===== config.mk =====
export PLATFORM = sky130hd
export DESIGN_NAME = controlador_display_flat
export DESIGN_NICKNAME = d
export VERILOG_FILES = /design/src/rtl/controlador_display_pkg.sv /design/src/rtl/controlador_display_if.sv /design/src/rtl/controlador_display_conversor_bcd.sv /design/src/rtl/controlador_display.sv /design/src/flat_wrapper.sv
export SDC_FILE = /design/constraint.sdc
export NUM_CORES = 1
export LEC_CHECK = 0
export ABC_AREA = 1
export BUFFER_PORTS_ARGS = -buffer_cell sky130_fd_sc_hd__buf_4
export CAP_MARGIN = 10
export CELL_PAD_IN_SITES_DETAIL_PLACEMENT = 1
export CELL_PAD_IN_SITES_GLOBAL_PLACEMENT = 1
export CORE_ASPECT_RATIO = 0.8
export CORE_UTILIZATION = 47
export DETAILED_ROUTE_END_ITERATION = 6
export PLACE_DENSITY = 0.9
export SKIP_CTS_REPAIR_TIMING = 1
export SLEW_MARGIN = 40
export SYNTH_ARGS = -nofsm -noshare
export SYNTH_HDL_FRONTEND = slang
export SYNTH_SLANG_ARGS = --single-unit

===== constraint.sdc =====
create_clock -name reloj -period 3.32 [get_ports reloj]
set_clock_uncertainty 0.1 [all_clocks]
set_input_delay 0.166 -clock reloj [delete_from_list [all_inputs] [get_ports reloj]]
set_output_delay 0.166 -clock reloj [all_outputs]
set_load 0.01 [all_outputs]

===== src/rtl/controlador_display_pkg.sv =====
// Shared types, constants and the 7-segment decoder for the display driver.
// Purely combinational content; no latency.
// No handshakes live here.
package paquete_display;

  typedef enum logic [1:0] {
    ESPERA,
    CONVIERTE,
    CARGA
  } estado_t;

  // Five decimal digits are enough for any 16-bit magnitude (max 32768).
  localparam int NUM_NIBBLES = 5;
  localparam int BCD_W       = 4 * NUM_NIBBLES;

  // Active-low {g,f,e,d,c,b,a}
  localparam logic [6:0] SEG_BLANCO = 7'h7F;
  localparam logic [6:0] SEG_MENOS  = 7'b0111111;

  // Decimal nibble to active-low segment pattern; non-decimal nibbles stay dark.
  function automatic logic [6:0] bcd_a_segmentos(input logic [3:0] nib);
    logic [6:0] seg;
    case (nib)
      4'd0:    seg = 7'b1000000;
      4'd1:    seg = 7'b1111001;
      4'd2:    seg = 7'b0100100;
      4'd3:    seg = 7'b0110000;
      4'd4:    seg = 7'b0011001;
      4'd5:    seg = 7'b0010010;
      4'd6:    seg = 7'b0000010;
      4'd7:    seg = 7'b1111000;
      4'd8:    seg = 7'b0000000;
      4'd9:    seg = 7'b0010000;
      default: seg = SEG_BLANCO;
    endcase
    return seg;
  endfunction

endpackage


===== src/rtl/controlador_display_if.sv =====
// Valid/ready product channel from the multiplier into the display driver.
// No latency of its own.
// Producer holds dato_valido/dato; consumer raises listo when it can take a word.
interface controlador_display_if #(
  parameter int ANCHO = 16
);
  logic             dato_valido;
  logic [ANCHO-1:0] dato;
  logic             listo;

  modport master (output dato_valido, output dato, input listo);
  modport slave  (input dato_valido, input dato, output listo);
endinterface


===== src/rtl/controlador_display_conversor_bcd.sv =====
// Iterative shift-add-3 binary to BCD converter.
// ANCHO cycles after the inicio edge; hecho marks the edge of the final iteration.
// inicio is honoured only while not ocupado; the caller must not restart mid-run.
module conversor_bcd
  import paquete_display::*;
#(
  parameter int ANCHO = 16
) (
  input  logic             reloj,
  input  logic             reset,
  input  logic             inicio,
  input  logic [ANCHO-1:0] magnitud,
  output logic             ocupado,
  output logic             hecho,
  output logic [BCD_W-1:0] bcd
);

  localparam int CW = (ANCHO > 1) ? $clog2(ANCHO) : 1;

  logic [ANCHO-1:0] mag_q, mag_d;
  logic [BCD_W-1:0] bcd_q, bcd_d;
  logic [CW-1:0]    cnt_q, cnt_d;
  logic             ocupado_q, ocupado_d;
  logic [BCD_W-1:0] ajustado;
  logic [3:0]       nib;

  assign ocupado = ocupado_q;
  assign bcd     = bcd_q;
  // Final iteration happens on the edge that closes this cycle.
  assign hecho   = ocupado_q && (cnt_q == CW'(ANCHO - 1));

  // One double-dabble step per cycle: correct nibbles >=5, then shift in the next bit.
  always_comb begin
    ajustado  = bcd_q;
    nib       = 4'd0;
    mag_d     = mag_q;
    bcd_d     = bcd_q;
    cnt_d     = cnt_q;
    ocupado_d = ocupado_q;
    for (int i = 0; i < NUM_NIBBLES; i++) begin
      nib = bcd_q[4*i +: 4];
      if (nib >= 4'd5) begin
        nib = nib + 4'd3;
      end
      ajustado[4*i +: 4] = nib;
    end
    if (!ocupado_q) begin
      if (inicio) begin
        mag_d     = magnitud;
        bcd_d     = '0;
        cnt_d     = '0;
        ocupado_d = 1'b1;
      end
    end else begin
      bcd_d = {ajustado[BCD_W-2:0], mag_q[ANCHO-1]};
      mag_d = {mag_q[ANCHO-2:0], 1'b0};
      cnt_d = cnt_q + CW'(1);
      if (hecho) begin
        ocupado_d = 1'b0;
      end
    end
  end

  // Converter state registers.
  always_ff @(posedge reloj) begin
    if (reset) begin
      mag_q     <= '0;
      bcd_q     <= '0;
      cnt_q     <= '0;
      ocupado_q <= 1'b0;
    end else begin
      mag_q     <= mag_d;
      bcd_q     <= bcd_d;
      cnt_q     <= cnt_d;
      ocupado_q <= ocupado_d;
    end
  end

endmodule


===== src/rtl/controlador_display.sv =====
// Signed product to multiplexed 8-digit common-anode seven-segment display.
// ANCHO+1 cycles from transfer to display update; next transfer ANCHO+2 edges later.
// listo drops for the whole conversion; dato_valido is ignored while it is low.
module controlador_display
  import paquete_display::*;
#(
  parameter int ANCHO        = 16,
  parameter int DIGITOS      = 8,
  parameter int DIV_REFRESCO = 100000
) (
  input  logic               reloj,
  input  logic               reset,
  controlador_display_if.slave bus,
  output logic [DIGITOS-1:0] anodos,
  output logic [6:0]         segmentos
);

  localparam int PW = (DIV_REFRESCO > 1) ? $clog2(DIV_REFRESCO) : 1;
  localparam int IW = (DIGITOS > 1) ? $clog2(DIGITOS) : 1;

  estado_t          estado_q, estado_d;
  logic             signo_q, signo_d;
  logic             disp_signo_q, disp_signo_d;
  logic [BCD_W-1:0] disp_bcd_q, disp_bcd_d;
  logic [PW-1:0]    presc_q, presc_d;
  logic [IW-1:0]    idx_q, idx_d;
  logic [DIGITOS-1:0] anodos_q, anodos_d;
  logic [6:0]       seg_q, seg_d;

  logic             listo;
  logic             transfer;
  logic             inicio;
  logic [ANCHO-1:0] magnitud;
  logic             ocupado;
  logic             hecho;
  logic [BCD_W-1:0] bcd;

  assign bus.listo = listo;
  assign anodos    = anodos_q;
  assign segmentos = seg_q;

  conversor_bcd #(
    .ANCHO (ANCHO)
  ) u_conversor (
    .reloj    (reloj),
    .reset    (reset),
    .inicio   (inicio),
    .magnitud (magnitud),
    .ocupado  (ocupado),
    .hecho    (hecho),
    .bcd      (bcd)
  );

  // Handshake FSM: accept a product, run the converter, then publish to the display register.
  always_comb begin
    listo        = (estado_q == ESPERA);
    transfer     = bus.dato_valido && listo;
    // Two's complement negate; the most negative value maps onto itself as unsigned.
    magnitud     = bus.dato[ANCHO-1] ? (~bus.dato + ANCHO'(1)) : bus.dato;
    inicio       = 1'b0;
    estado_d     = estado_q;
    signo_d      = signo_q;
    disp_signo_d = disp_signo_q;
    disp_bcd_d   = disp_bcd_q;
    unique case (estado_q)
      ESPERA: begin
        if (transfer) begin
          inicio   = 1'b1;
          signo_d  = bus.dato[ANCHO-1];
          estado_d = CONVIERTE;
        end
      end
      CONVIERTE: begin
        if (hecho || !ocupado) begin
          estado_d = CARGA;
        end
      end
      CARGA: begin
        disp_signo_d = signo_q;
        disp_bcd_d   = bcd;
        estado_d     = ESPERA;
      end
      default: estado_d = ESPERA;
    endcase
  end

  // Digit scan and segment selection; outputs derive from next-state so anode and
  // segment change together on one edge.
  always_comb begin
    presc_d = presc_q + PW'(1);
    idx_d   = idx_q;
    if (presc_q == PW'(DIV_REFRESCO - 1)) begin
      presc_d = '0;
      idx_d   = (idx_q == IW'(DIGITOS - 1)) ? '0 : idx_q + IW'(1);
    end
    anodos_d = ~(DIGITOS'(1) << idx_d);
    seg_d    = SEG_BLANCO;
    case (int'(idx_d))
      0: seg_d = bcd_a_segmentos(disp_bcd_d[3:0]);
      1: if (|disp_bcd_d[BCD_W-1:4])  seg_d = bcd_a_segmentos(disp_bcd_d[7:4]);
      2: if (|disp_bcd_d[BCD_W-1:8])  seg_d = bcd_a_segmentos(disp_bcd_d[11:8]);
      3: if (|disp_bcd_d[BCD_W-1:12]) seg_d = bcd_a_segmentos(disp_bcd_d[15:12]);
      4: if (|disp_bcd_d[BCD_W-1:16]) seg_d = bcd_a_segmentos(disp_bcd_d[19:16]);
      5: if (disp_signo_d && (|disp_bcd_d)) seg_d = SEG_MENOS;
      default: seg_d = SEG_BLANCO;
    endcase
  end

  // State, display register and scan registers.
  always_ff @(posedge reloj) begin
    if (reset) begin
      estado_q     <= ESPERA;
      signo_q      <= 1'b0;
      disp_signo_q <= 1'b0;
      disp_bcd_q   <= '0;
      presc_q      <= '0;
      idx_q        <= '0;
      anodos_q     <= ~(DIGITOS'(1));
      seg_q        <= bcd_a_segmentos(4'd0);
    end else begin
      estado_q     <= estado_d;
      signo_q      <= signo_d;
      disp_signo_q <= disp_signo_d;
      disp_bcd_q   <= disp_bcd_d;
      presc_q      <= presc_d;
      idx_q        <= idx_d;
      anodos_q     <= anodos_d;
      seg_q        <= seg_d;
    end
  end

endmodule


===== src/flat_wrapper.sv =====
// flat-port wrapper written by rule: the top's interface ports become plain ports
module controlador_display_flat import paquete_display::*;
#(
  parameter int ANCHO        = 16,
  parameter int DIGITOS      = 8,
  parameter int DIV_REFRESCO = 100000
)
  (reloj, reset, anodos, segmentos, bus_dato_valido, bus_dato, bus_listo);
  controlador_display_if #(.ANCHO(ANCHO)) bus_i ();
  input  logic reloj;
  input  logic reset;
  output logic [DIGITOS-1:0] anodos;
  output logic [6:0] segmentos;
  input wire logic [$bits(bus_i.dato_valido)-1:0] bus_dato_valido;
  input wire logic [$bits(bus_i.dato)-1:0] bus_dato;
  output wire logic [$bits(bus_i.listo)-1:0] bus_listo;
  assign bus_i.dato_valido = bus_dato_valido;
  assign bus_i.dato = bus_dato;
  assign bus_listo = bus_i.listo;
  controlador_display #(.ANCHO(ANCHO), .DIGITOS(DIGITOS), .DIV_REFRESCO(DIV_REFRESCO)) u_core (.reloj(reloj), .reset(reset), .bus(bus_i), .anodos(anodos), .segmentos(segmentos));
endmodule

[Word-level counts from Yosys, hierarchy flattened]
Memory sizes are Yosys's and may differ from the RTL's.
Index checks and enable logic that the tools add are counted.
Word-level totals
  bits in registers: 100
  bits in latches: 0
  bits in writable memories: 0
  memory bits (read-only): 560
  input port bits: 19
  output and inout bits: 16
  word-level logic and storage cells: 94
  memories: 5
Memories
  (no name shown): words 16, bits a word 7, rd ports 1, clocked after memory_dff 0, write ports 0, line controlador_display_pkg.sv:23  | case (nib)
  (no name shown): words 16, bits a word 7, rd ports 1, clocked after memory_dff 0, write ports 0, line controlador_display_pkg.sv:23
  (no name shown): words 16, bits a word 7, rd ports 1, clocked after memory_dff 0, write ports 0, line controlador_display_pkg.sv:23
  (no name shown): words 16, bits a word 7, rd ports 1, clocked after memory_dff 0, write ports 0, line controlador_display_pkg.sv:23
  (no name shown): words 16, bits a word 7, rd ports 1, clocked after memory_dff 0, write ports 0, line controlador_display_pkg.sv:23
Cells by class
  $add $sub $neg: 9
  $mul: 0
  divide/modulo/power cells: 0
  magnitude comparators: 5
  equality and inequality tests: 12
  shift-type cells: 1
  muxes and demuxes: 30
  bitwise logic cells: 2
  reduce and logical (&&, ||, !) cells: 17
Operator list (count)
  20-bit two-way mux: 3
  16-bit two-way mux: 3
  7-bit case mux with 6 select lines: 1
  7-bit two-way mux: 5
  4-bit two-way mux: 6
  4-bit by 3-bit >= comparator with 1-bit output (second input constant): 5
  20-bit OR reduction: 1
  17-bit by 1-bit adder with 17-bit output (second input constant): 1
  17-bit == test (second input constant): 1
  16-bit by 1-bit adder with 16-bit output (second input constant): 1
  4-bit by 2-bit adder with 4-bit output (second input constant): 4
  16-bit NOT: 1
  16-bit OR reduction: 1
  12-bit OR reduction: 1
  3-bit == test (second input constant): 3
  3-bit two-way mux: 3
  8-bit NOT: 1
  8-bit OR reduction: 1
  1-bit by 3-bit << shifter with 8-bit output (first input constant): 1
  3-bit by 2-bit == test with 1-bit output (second input constant): 2
  1-bit two-way mux: 6
  4-bit by 1-bit adder with 4-bit output (second input constant): 1
  4-bit == test (second input constant): 1
  2-bit two-way mux: 2
  other kinds (16): 21

[Longest topological paths before layout]
Gate-level depths: netlist of the first run.
  depth in word-level cells: 6
  mapped depth: 17
  depth with buffers taken out: 16

[Cells and area by module]
Synthesis of the first run repeated with hierarchy kept, for this count alone.
Second synthesis, totals
  cell total of the unflattened synthesis: 981
  area, all modules: 6493.7 um^2
By module, submodules not included
  controlador_display: times used 1, cells an instance 661, area each 4255.3 um^2, sequential area each 1181.1 um^2
  conversor_bcd: times used 1, cells an instance 320, area each 2238.4 um^2, sequential area each 820.8 um^2

[Worst setup path before layout of the first run]
Ideal clock, no wire load.
  path type: reg-to-reg
  start: register u_core.estado_q[0]
  end: register u_core.seg_q[3] (netlist: u_core.segmentos[3])
  setup time: 110 ps
  data arrival time: 1946 ps
  required time: 3110 ps
  path slack: 1164 ps
  cell stages (with the launch flop): 18
  path buffers: 1
  period minus slack after synthesis: 2156 ps
  path through: dfxtp_1 > inv_2 > nand2_4 > buf_4 > nand2_1 > o21ai_1 > inv_1 > ha_1 > inv_1 > nand2_1 > nand3_1 > nand2_1 > a21oi_1 > nor2_1 > nor2_1 > nand3_1 > nand2_1 > inv_1
Between the ends
  longest elaborated chain between the ends: 5
  elaborated cells on any way between the ends: 16
  classes of those cells: 1 x eq/ne; 6 x mux; 4 x reduce/logical; 5 x memory
Ends and longest elaborated chain
  from (decl): line controlador_display.sv:21  | estado_t estado_q, estado_d;
  from (signal assigned): line controlador_display.sv:121  | estado_q <= estado_d;
  2-bit == test *: line controlador_display.sv:65  | unique case (estado_q)
  20-bit two-way mux *: line controlador_display.sv:65
  net u_core.disp_bcd_d[4]: line controlador_display.sv:24  | logic [BCD_W-1:0] disp_bcd_q, disp_bcd_d;
  memory 16 x 7 bit or 16-bit OR reduction (tied branches)
  7-bit two-way mux *: line controlador_display.sv:100  | 1: if (|disp_bcd_d[BCD_W-1:4]) seg_d = bcd_a_segmentos(disp_bcd_d[7:4]);
  7-bit case mux with 6 select lines *: line controlador_display.sv:98  | case (int'(idx_d))
  to (signal assigned): line controlador_display.sv:119  | seg_q <= bcd_a_segmentos(4'd0);
  to (signal assigned): line controlador_display.sv:128  | seg_q <= seg_d;
  to (decl): line controlador_display.sv:28  | logic [6:0] seg_q, seg_d;
Mark *: on every way through the listed nets, which the timed path passes. The rest lies on a longest branch.
A chain may end at the register's enable or synchronous reset.

[Final worst setup path of the first run]
  start: register u_core.estado_q[1]
  end: register u_core.seg_q[3] (netlist: u_core.segmentos[3])
The elaborated chain is that of the path after synthesis.

==> results of run 1 <==
## metal layers
metal  global-route usage (%)  share of wire [%]
met5                        0                  0
met4                    5.792                1.1
met3                    4.878                2.5
met2                    42.47                 45
met1                    35.25                 51
## tightest hold or removal path, stage by stage
cell,delay (ns)
buf_4,0.09
xnor2_1,0.06
nand2_1,0.05
a31oi_1,0.07
## layout by cell type, fill, tap and decap left out, drive strengths merged, types with 2 or more instances in the layout
cell type,count
nor3,6
ha,35
xor2,11
nand4,18
nor3b,3
clkinv,4
nand2,266
buf,38
a21oi,46
xnor2,5
nor2,104
dfxtp,100
nand3b,2
nor4,2
or2,5
nand3,87
o211ai,3
clkbuf,9
o21ai,53
inv,125
o21a,4
a31oi,14
## kinds of logic (layout without fill, tap and decap cells)
kind of cell | after synthesis | in the layout | share of synthesized area (%)
and+or+nand+nor | 493 | 493 | 35.40
buffers and inverters | 146 | 178 | 9.453
AOI/OAI and AO/OA | 126 | 126 | 11.76
DFF | 100 | 100 | 33.54
adders and majority gates | 35 | 35 | 7.336
xor gates and xnor gates | 16 | 16 | 2.347
muxes | 1 | 1 | 0.1677
## cell type report
| cell class | count | area [µm²] |
|---|---|---|
| clock inverters | 7 | 66.31 |
| fillers | 1696 | 5630 |
| repair buffers | 38 | 285.3 |
| inverters | 124 | 465.4 |
| well taps | 171 | 214.0 |
| clock buffers | 9 | 225.2 |
| flip-flops and latches | 100 | 2002 |
| multi-input cells | 671 | 3408 |
## final timing paths
path / endpoint / slack [ns] / cells past startpoint
setup / recovery: u_core.segmentos[3] / 0.53 / 16
hold / removal: u_core.u_conversor.mag_q[3] / 0.03 / 4
setup reg to reg: u_core.segmentos[3] / 0.53 / 16
hold reg to reg: u_core.presc_q[0] / 0.36 / 1
## power groups by stage
| stage | Combinational (mW) | Sequential [mW] | Clock, mW |
|---|---|---|---|
| 2_1_floorplan | 0.351 | 1.28 | 0 |
| 3_3_place_gp | 0.475 | 1.28 | 0 |
| 3_5_place_dp | 0.487 | 1.29 | 0 |
| 4_1_cts | 0.492 | 1.26 | 1.08 |
| 5_1_grt | 0.555 | 1.26 | 1.13 |
| 6_report | 0.494 | 1.26 | 1.06 |
## sequential cells by signal, summed over array words and instances (netlist names), 2 cells and up
| name | cells |
|---|---|
| u_core.estado_q | 2 |
| u_core.idx_q | 3 |
| u_core.presc_q | 17 |
| u_core.anodos | 8 |
| u_core.segmentos | 7 |
| u_core.u_conversor.mag_q | 16 |
| u_core.u_conversor.bcd | 20 |
| u_core.u_conversor.cnt_q | 4 |
| u_core.disp_bcd_q | 20 |
## through the flow
| step | worst slack (ns) | util, % |
|---|---|---|
| after floorplan | 1.164 | - |
| after global placement | 0.7930 | 51.82 |
| after detailed placement | 0.6239 | 51.84 |
| after CTS | 0.5921 | 54.21 |
| after global routing | 0.2723 | 54.21 |
| final | 0.5300 | 54.21 |
==> flow_summary_export.csv, run 1 <==
group,metric,value,unit
synthesis,syn-instance-count,917,
sta,setup_viol_count_final,0,
worst_setup_path,critical_path_class,"reg -> reg",
placement,io_buffer_count,34,
finish,final_cells,1120,
cts,clk_pin_slew,0.07,ns
synthesis,synth_most_common_cell,"nand2_1",
finish,drive_gt1_share,9.694,%
worst_setup_path,crit_buf_inv,4,
floorplanning,fp.dieH,102.8,µm
floorplanning,start_util,48.54,%
power,switchingPower,0.8393,mW
worst_setup_path,start_kind,"register",
cts,htreeDepth,3,
synthesis,ys_seq_area_share,33.54,%
synthesis,synth-edff-count,0,
synthesis,yosys-top-cells-count,"258 x nand2_1, 113 x inv_1, 100 x dfxtp_1",
grt,grt_max_degree,71,
synthesis,ys_ff_latch,100,
routing,wirelength,15.92,mm
synthesis,synth_top_area_share,33.54,%
placement,place_inst,1104,
power,peakVddDrop,0.0003649,V
cts,cts_tree,"yes",
routing,drt_iter0_drc,235,
routing,ant_nets,0,
synthesis,async_flop_share,0,%
worst_hold_path,hold_class,"in -> reg",
placement,place_congestion,0.8763,
power,p_per_area,422.5,nW/µm²
finish,syn_to_final_growth,11.67,%
worst_setup_path,path_cells,"inv_2 -> nor2_4 -> nand2_1 -> o21ai_1 -> inv_1 -> ha_1 -> inv_1 -> nand2_1 -> nand3_1 -> nand2_1 -> a21oi_1 -> nor2_1 -> nor2_1 -> nand3_1 -> nand2_1 -> inv_1",
sta,hold_ws,0.03394,ns
finish,n_antenna_cell,0,
worst_setup_path,r2r-start,"u_core.estado_q[1]",
sta,timing.final.crit_share,84.04,%
synthesis,synth_area_per_cell,6.510,µm²
cts,clk_latency,0.36,ns
sta,timing.slew.headroom,46.67,%
floorplanning,coreArea,12300,µm²
worst_setup_path,endpoint_kind,"register",
cts,clk_path_buf_depth,2,
routing,routed_via_density,5.193,
worst_setup_path,required,3.47,ns
job,cap_viol_max_count,0,
outcome,status,"complete, no violations",
grt,antenna_found_initial,0,
power,p_sw_share,29.80,%
floorplanning,ios,35,
cts,clock-sinks,100,
placement,dpl-instance-area,6375,µm²
grt,grt_pass1_vias,5679,
finish,fin_area,6666,µm²
power,p_comb_share,17.5,%
cts,cts.root.buffer_cell,"clkbuf_16",
synthesis,synthDistinctLibCells,40,
worst_setup_path,critPathMaxFanout,10,
placement,dpl.hpwl,11.93,mm
worst_setup_path,cpMaxStageDelayCell,"dfxtp_1",
sta,drv_slew,0,
worst_setup_path,cp_top_family,"simple AND/OR/NAND/NOR gates",
grt,track_usage,25.81,%
power,seqPwrFrac,44.7,%
grt,grt_pass1_wl,27.19,mm
power,p_int,1.977,mW
worst_setup_path,crit_path_start,"u_core.estado_q[1]",
power,p_total,2.816,mW
worst_setup_path,cpMostUsedCell,"nand2_1",
sta,setup-tns-final,0,ns
worst_setup_path,arrival,2.94,ns
sta,tightest_slew,0.7999,ns
synthesis,synth_area,5969,µm²
finish,num-nets-final,998,
floorplanning,die_area,13160,µm²
sta,rsz0062_at_grt,"no",
worst_hold_path,hp-start,"bus_dato[3]",
sta,fmax,0.3584,GHz
worst_setup_path,critical_path.max_stage_delay,0.54,ns
power,power.share.clock,37.7,%
synthesis,yosys_most_used_dff,"dfxtp_1",
grt,grt_overflow,0,
sta,finalCriticalPeriod,2.790,ns
routing,wl_per_cell,14.22,µm
synthesis,syn_nets,971,
cts,numCtsBuffers,9,
synthesis,synth_area_leaders,"dfxtp_1 34%, nand2_1 16%, ha_1 7.3%",
floorplanning,die_w,128,µm
floorplanning,std_cell_rows,36,
routing,dr.pass1.iters,4,
power,power.leakage,3.164,nW
routing,drc,0,
synthesis,synth_top_area_cell,"dfxtp_1",
routing,route.vias.total,5816,
synthesis,ys_warn_count,0,
sta,hold_viol,0,
(Power assumes the default switching activity.)
==> run 2, diff against run 1 <==
--- a/config.mk
+++ b/config.mk
@@ -11,9 +11,9 @@
 export CELL_PAD_IN_SITES_DETAIL_PLACEMENT = 1
 export CELL_PAD_IN_SITES_GLOBAL_PLACEMENT = 1
 export CORE_ASPECT_RATIO = 0.8
-export CORE_UTILIZATION = 47
+export CORE_UTILIZATION = 40
 export DETAILED_ROUTE_END_ITERATION = 6
-export PLACE_DENSITY = 0.9
+export PLACE_DENSITY = 0.82
 export SKIP_CTS_REPAIR_TIMING = 1
 export SLEW_MARGIN = 40
 export SYNTH_ARGS = -nofsm -noshare
==> constraint.sdc (replaced) <==
create_clock -name reloj -period 2.5 [get_ports reloj]
set_clock_uncertainty 0.1 [all_clocks]
set_input_delay 0.125 -clock reloj [delete_from_list [all_inputs] [get_ports reloj]]
set_output_delay 0.125 -clock reloj [all_outputs]
set_load 0.01 [all_outputs]
==> run 2 against run 1 <==
Against the previous run:
- the flow now finishes with violations (design-rule violations, negative hold slack)
- register-to-register slack got worse by 0.39 ns
- sequential share of layout area fell by 0.52 points
- highest routed layer unchanged
- die area rose by 17%
- cell area rose by 2.0%
- critical path depth did not move
- largest cell class unchanged
- critical path type unchanged
==> flow_summary_export.csv, run 2 (synthesized netlist as in run 1, its figures left out) <==
group,metric,value,unit
grt,grt_overflow,0,
worst_setup_path,endpoint_kind,"register",
finish,n_antenna_cell,0,
worst_setup_path,arrival,2.50,ns
job,cap_viol_max_count,0,
sta,hold_viol,2,
worst_setup_path,required,2.64,ns
routing,dr.pass1.iters,7,
worst_setup_path,critPathMaxFanout,23,
grt,antenna_found_initial,0,
sta,hold_ws,-0.01151,ns
worst_setup_path,r2r-start,"u_core.estado_q[0]",
routing,routed_via_density,5.090,
cts,numCtsBuffers,9,
grt,grt_max_degree,71,
cts,clk_pin_slew,0.07,ns
placement,dpl.hpwl,12.06,mm
outcome,status,"finished with violations",
cts,cts_tree,"yes",
routing,drc,6,
power,p_int,2.575,mW
placement,place_congestion,0.8931,
worst_setup_path,cpMostUsedCell,"nand2_1",
finish,final_cells,1146,
grt,grt_pass1_wl,27.64,mm
floorplanning,ios,35,
power,seqPwrFrac,45.4,%
power,p_sw_share,30.15,%
placement,place_inst,1130,
routing,ant_nets,0,
sta,rsz0062_at_grt,"no",
finish,fin_area,6800,µm²
worst_hold_path,hold_class,"in -> reg",
worst_setup_path,path_cells,"inv_2 -> nand2_8 -> nand2_1 -> o21ai_2 -> inv_1 -> ha_1 -> inv_1 -> nand2_1 -> nand3_1 -> nand2_1 -> a21oi_1 -> nor2_1 -> nor2_1 -> nand3_1 -> nand2_1 -> inv_1",
sta,tightest_slew,0.7953,ns
worst_setup_path,cpMaxStageDelayCell,"dfxtp_2",
worst_setup_path,cp_top_family,"simple AND/OR/NAND/NOR gates",
finish,drive_gt1_share,11.54,%
routing,wirelength,16.10,mm
routing,wl_per_cell,14.05,µm
worst_setup_path,start_kind,"register",
sta,setup_viol_count_final,0,
power,switchingPower,1.112,mW
cts,clk_path_buf_depth,2,
routing,route.vias.total,5833,
worst_setup_path,critical_path_class,"reg -> reg",
cts,cts.root.buffer_cell,"clkbuf_16",
placement,io_buffer_count,34,
power,p_comb_share,18.4,%
worst_hold_path,hold_depth,4,
cts,clk_latency,0.36,ns
worst_setup_path,reg2reg_setup_slack,0.14,ns
power,power.share.clock,36.2,%
floorplanning,die_w,138.6,µm
power,power.leakage,3.222,nW
worst_setup_path,regToRegEndpoint,"u_core.segmentos[3]",
grt,grt_pass1_vias,5786,
worst_hold_path,whs_endpoint,"u_core.u_conversor.mag_q[13]",
cts,htreeDepth,3,
worst_setup_path,crit_buf_inv,4,
power,p_total,3.687,mW
floorplanning,coreArea,14440,µm²
sta,drv_slew,0,
worst_setup_path,critical_path.max_stage_delay,0.38,ns
floorplanning,std_cell_rows,39,
sta,timing.slew.headroom,46.98,%
sta,fmax,0.4235,GHz
sta,finalCriticalPeriod,2.361,ns
finish,final_cell_mix,"257 x nand2_1, 112 x inv_1, 98 x dfxtp_1",
cts,clock-sinks,100,
floorplanning,fp.dieH,111.3,µm
sta,timing.final.crit_share,94.46,%
finish,layout.cells.most_common,"nand2_1",
worst_setup_path,reg2regPathDepth,16,
grt,track_usage,21.98,%
finish,syn_to_final_growth,13.92,%
routing,drt_iter0_drc,317,
power,p_per_area,542.1,nW/µm²
floorplanning,start_util,41.33,%
floorplanning,die_area,15420,µm²
outcome,violations,"design-rule violations, negative hold slack",
power,peakVddDrop,0.0002827,V
finish,num-nets-final,1011,
placement,dpl-instance-area,6486,µm²
worst_hold_path,hp-start,"bus_dato[13]",
## run 2: tightest hold or removal path: stages
cell and delay, ns:
buf_4 0.09, a21oi_1 0.05, o21ai_0 0.07, a21oi_1 0.06
## run 2: worst max path at each step
stage | from | end | depth (start not counted)
detailed placement | u_core.estado_q[0] | u_core.segmentos[3] | 16
floorplan | u_core.estado_q[0] | u_core.segmentos[3] | 17
finish | u_core.estado_q[0] | u_core.segmentos[3] | 16
global placement | u_core.estado_q[0] | u_core.segmentos[3] | 16
CTS | u_core.estado_q[1] | u_core.segmentos[4] | 12
global route | u_core.presc_q[0] | u_core.segmentos[4] | 13
## run 2: cell type report
class,count,area (µm²)
clock buffers,11,242.7
clock inverters,5,35.03
fillers,1949,7644
inverters,124,465.4
multi-input cells,671,3437
flip-flops and latches,100,2007
well taps,184,230.2
repair buffers,51,382.9
## run 2: power by group through the flow
stage               logic (mW)  registers, mW  clock network [mW]
finish                   0.679           1.67                1.33
global placement         0.661           1.71                   0
floorplan                0.465           1.70                   0
detailed placement       0.675           1.71                   0
global route             0.772           1.68                1.43
CTS                      0.678           1.67                1.37
## run 2: metal layers
| metal | GRT usage, % | vias to the layer above | part of all wire (%) |
|---|---|---|---|
| li1 | - | 3029 | - |
| met1 | 31.31 | 2706 | 53 |
| met2 | 33.91 | 82 | 43 |
| met3 | 4.060 | 16 | 3.0 |
| met4 | 5.543 | 0 | 1.1 |
| met5 | 0 | - | 0 |
## run 2: stage by stage
step,setup TNS (ns),setup slack [ns],utilization (%)
6_report,0,0.1386,47.08
5_1_grt,0,0.004074,47.08
4_1_cts,-0.06116,-0.03993,46.83
3_5_place_dp,0,0.01398,44.91
3_3_place_gp,0,0.09703,44.91
2_1_floorplan,0,0.3445,-
==> run 3, diff against run 2 <==
--- a/config.mk
+++ b/config.mk
@@ -14,8 +14,10 @@
 export CORE_UTILIZATION = 40
 export DETAILED_ROUTE_END_ITERATION = 6
 export PLACE_DENSITY = 0.82
+export RECOVER_POWER = 25
 export SKIP_CTS_REPAIR_TIMING = 1
 export SLEW_MARGIN = 40
 export SYNTH_ARGS = -nofsm -noshare
 export SYNTH_HDL_FRONTEND = slang
 export SYNTH_SLANG_ARGS = --single-unit
+export TNS_END_PERCENT = 1
==> run 3 against run 2 <==
Against the previous run:
- the run still ends with design-rule violations, negative hold slack left
- via count is 0.26% higher
- power decreased by 0.20%
- largest cell class unchanged
- core utilization fell by 0.42 points
- cell area is 0.90% lower
- combinational power is essentially flat
- non-clock buffer count stayed put
- register-to-register slack hardly changed
- clock-buffer cell count stayed put
- sequential power about the same
- flip-flop and latch count unchanged
- largest power group unchanged
- clock power barely moved
==> flow_summary_export.csv, run 3 (synthesized netlist as in run 1, its figures left out) <==
group,metric,value,unit
outcome,status,"finished with violations",
outcome,violations,"design-rule violations, negative hold slack",
finish,layout.cells.most_common,"nand2_1",
sta,tightest_slew,0.7886,ns
worst_setup_path,arrival,2.50,ns
cts,clk_path_buf_depth,2,
job,cap_viol_max_count,0,
floorplanning,start_util,41.33,%
finish,n_antenna_cell,0,
grt,track_usage,21.98,%
sta,finalCriticalPeriod,2.355,ns
power,power.leakage,3.169,nW
routing,wirelength,16.16,mm
sta,setup-tns-final,0,ns
sta,timing.final.crit_share,94.19,%
power,p_total,3.679,mW
floorplanning,die_area,15420,µm²
cts,clk_pin_slew,0.07,ns
sta,hold_viol,2,
power,p_per_area,546.0,nW/µm²
worst_setup_path,critical_path_class,"reg -> reg",
worst_setup_path,start_kind,"register",
finish,syn_to_final_growth,12.89,%
cts,cts_tree,"yes",
routing,wl_per_cell,14.10,µm
placement,place_inst,1130,
sta,timing.slew.headroom,47.43,%
floorplanning,ios,35,
placement,place_congestion,0.8931,
worst_setup_path,reg2reg_setup_slack,0.15,ns
worst_setup_path,endpoint,"u_core.segmentos[3]",
grt,grt_pass1_vias,5786,
cts,clk_latency,0.35,ns
sta,drv_slew,0,
floorplanning,std_cell_rows,39,
cts,htreeDepth,3,
cts,numCtsBuffers,9,
finish,num-nets-final,1011,
worst_setup_path,critPathMaxFanout,23,
grt,grt_overflow,0,
worst_setup_path,crit_path_start,"u_core.estado_q[0]",
floorplanning,coreArea,14440,µm²
placement,dpl.hpwl,12.06,mm
cts,cts.root.buffer_cell,"clkbuf_16",
power,peakVddDrop,0.0002802,V
sta,fin_ws,0.1452,ns
worst_setup_path,reg2regPathDepth,16,
floorplanning,fp.dieH,111.3,µm
grt,antenna_found_initial,0,
sta,rsz0062_at_grt,"yes",
floorplanning,die_w,138.6,µm
routing,drc,6,
placement,io_buffer_count,34,
sta,fmax,0.4247,GHz
finish,fill_cells,1960,
routing,route.vias.total,5848,
worst_setup_path,r2r-start,"u_core.estado_q[0]",
routing,dr.pass1.iters,7,
sta,hold_ws,-0.01025,ns
finish,drive_gt1_share,9.875,%
routing,ant_nets,0,
cts,clock-sinks,100,
worst_hold_path,hold_class,"in -> reg",
grt,grt_pass1_wl,27.64,mm
worst_setup_path,regToRegEndpoint,"u_core.segmentos[3]",
placement,place_ws,0.01398,ns
finish,final_cell_mix,"258 x nand2_1, 112 x inv_1, 98 x dfxtp_1",
worst_setup_path,required,2.64,ns
worst_setup_path,endpoint_kind,"register",
sta,setup_viol_count_final,0,
routing,drt_iter0_drc,340,
routing,routed_via_density,5.103,
finish,final_cells,1146,
grt,grt_max_degree,71,
[run 3: cell types whose count changed in the layout (fill, tap and decap cells not counted)]
cell	delta
buf_4	-15
dfxtp_4	-1
dfxtp_2	+1
nand2_1	+1
clkbuf_1	+15
nand2_2	-1
[run 3: metrics by stage]
| stage | cell area [µm²] | util [%] | hold WS [ns] |
|---|---|---|---|
| final | 6739 | 46.66 | -0.01025 |
| after CTS | 6764 | 46.83 | -0.01474 |
| after detailed placement | 6486 | 44.91 | 0.3460 |
| after floorplan | 5969 | - | 0.2159 |
| after global routing | 6739 | 46.66 | 0.01493 |
| after global placement | 6486 | 44.91 | 0.3311 |
[run 3: critical path, stage by stage (launching register included)]
cell and delay [ns]:
dfxtp_2 0.38, inv_2 0.08, nand2_8 0.16, nand2_1 0.09
o21ai_2 0.09, inv_1 0.13, ha_1 0.32, inv_1 0.06
nand2_1 0.08, nand3_1 0.08, nand2_1 0.05, a21oi_1 0.20
nor2_1 0.08, nor2_1 0.10, nand3_1 0.12, nand2_1 0.08
inv_1 0.04
[run 3: routing by layer]
metal,up-vias,part of all wire [%],track usage [%],routed length [µm]
li1,3023,-,-,-
met4,0,1.2,5.543,201
met1,2713,52,31.31,8420
met3,18,3.5,4.060,567
met2,94,43,33.91,6972
met5,-,0,0,0
[run 3: report_power, final]
part,internal [mW],leakage (nW),switching [mW]
clock,0.705,0.136,0.624
sequential,1.64,0.811,0.0317
combinational,0.223,2.22,0.452
[run 3: worst min-delay path by stage]
stage	startpoint	to	cells after the start
6_report	bus_dato[13]	u_core.u_conversor.mag_q[13]	4
5_1_grt	bus_dato[3]	u_core.u_conversor.mag_q[3]	4
4_1_cts	bus_dato[13]	u_core.u_conversor.mag_q[13]	4
3_5_place_dp	u_core.presc_q[0]	u_core.presc_q[0]	1
3_3_place_gp	u_core.presc_q[0]	u_core.presc_q[0]	1
2_1_floorplan	bus_dato_valido	u_core.estado_q[0]	2
[run 3: final cells by class]
cell class	count	area, µm²	share of cell area, %
Clock buffer	11	242.7	3.602
Clock inverter	5	35.03	0.5199
Inverter	124	465.4	6.907
Multi-Input combinational cell	671	3435	50.97
Sequential cell	100	2004	29.74
Tap cell	184	230.2	3.416
Timing Repair Buffer	51	326.6	4.846
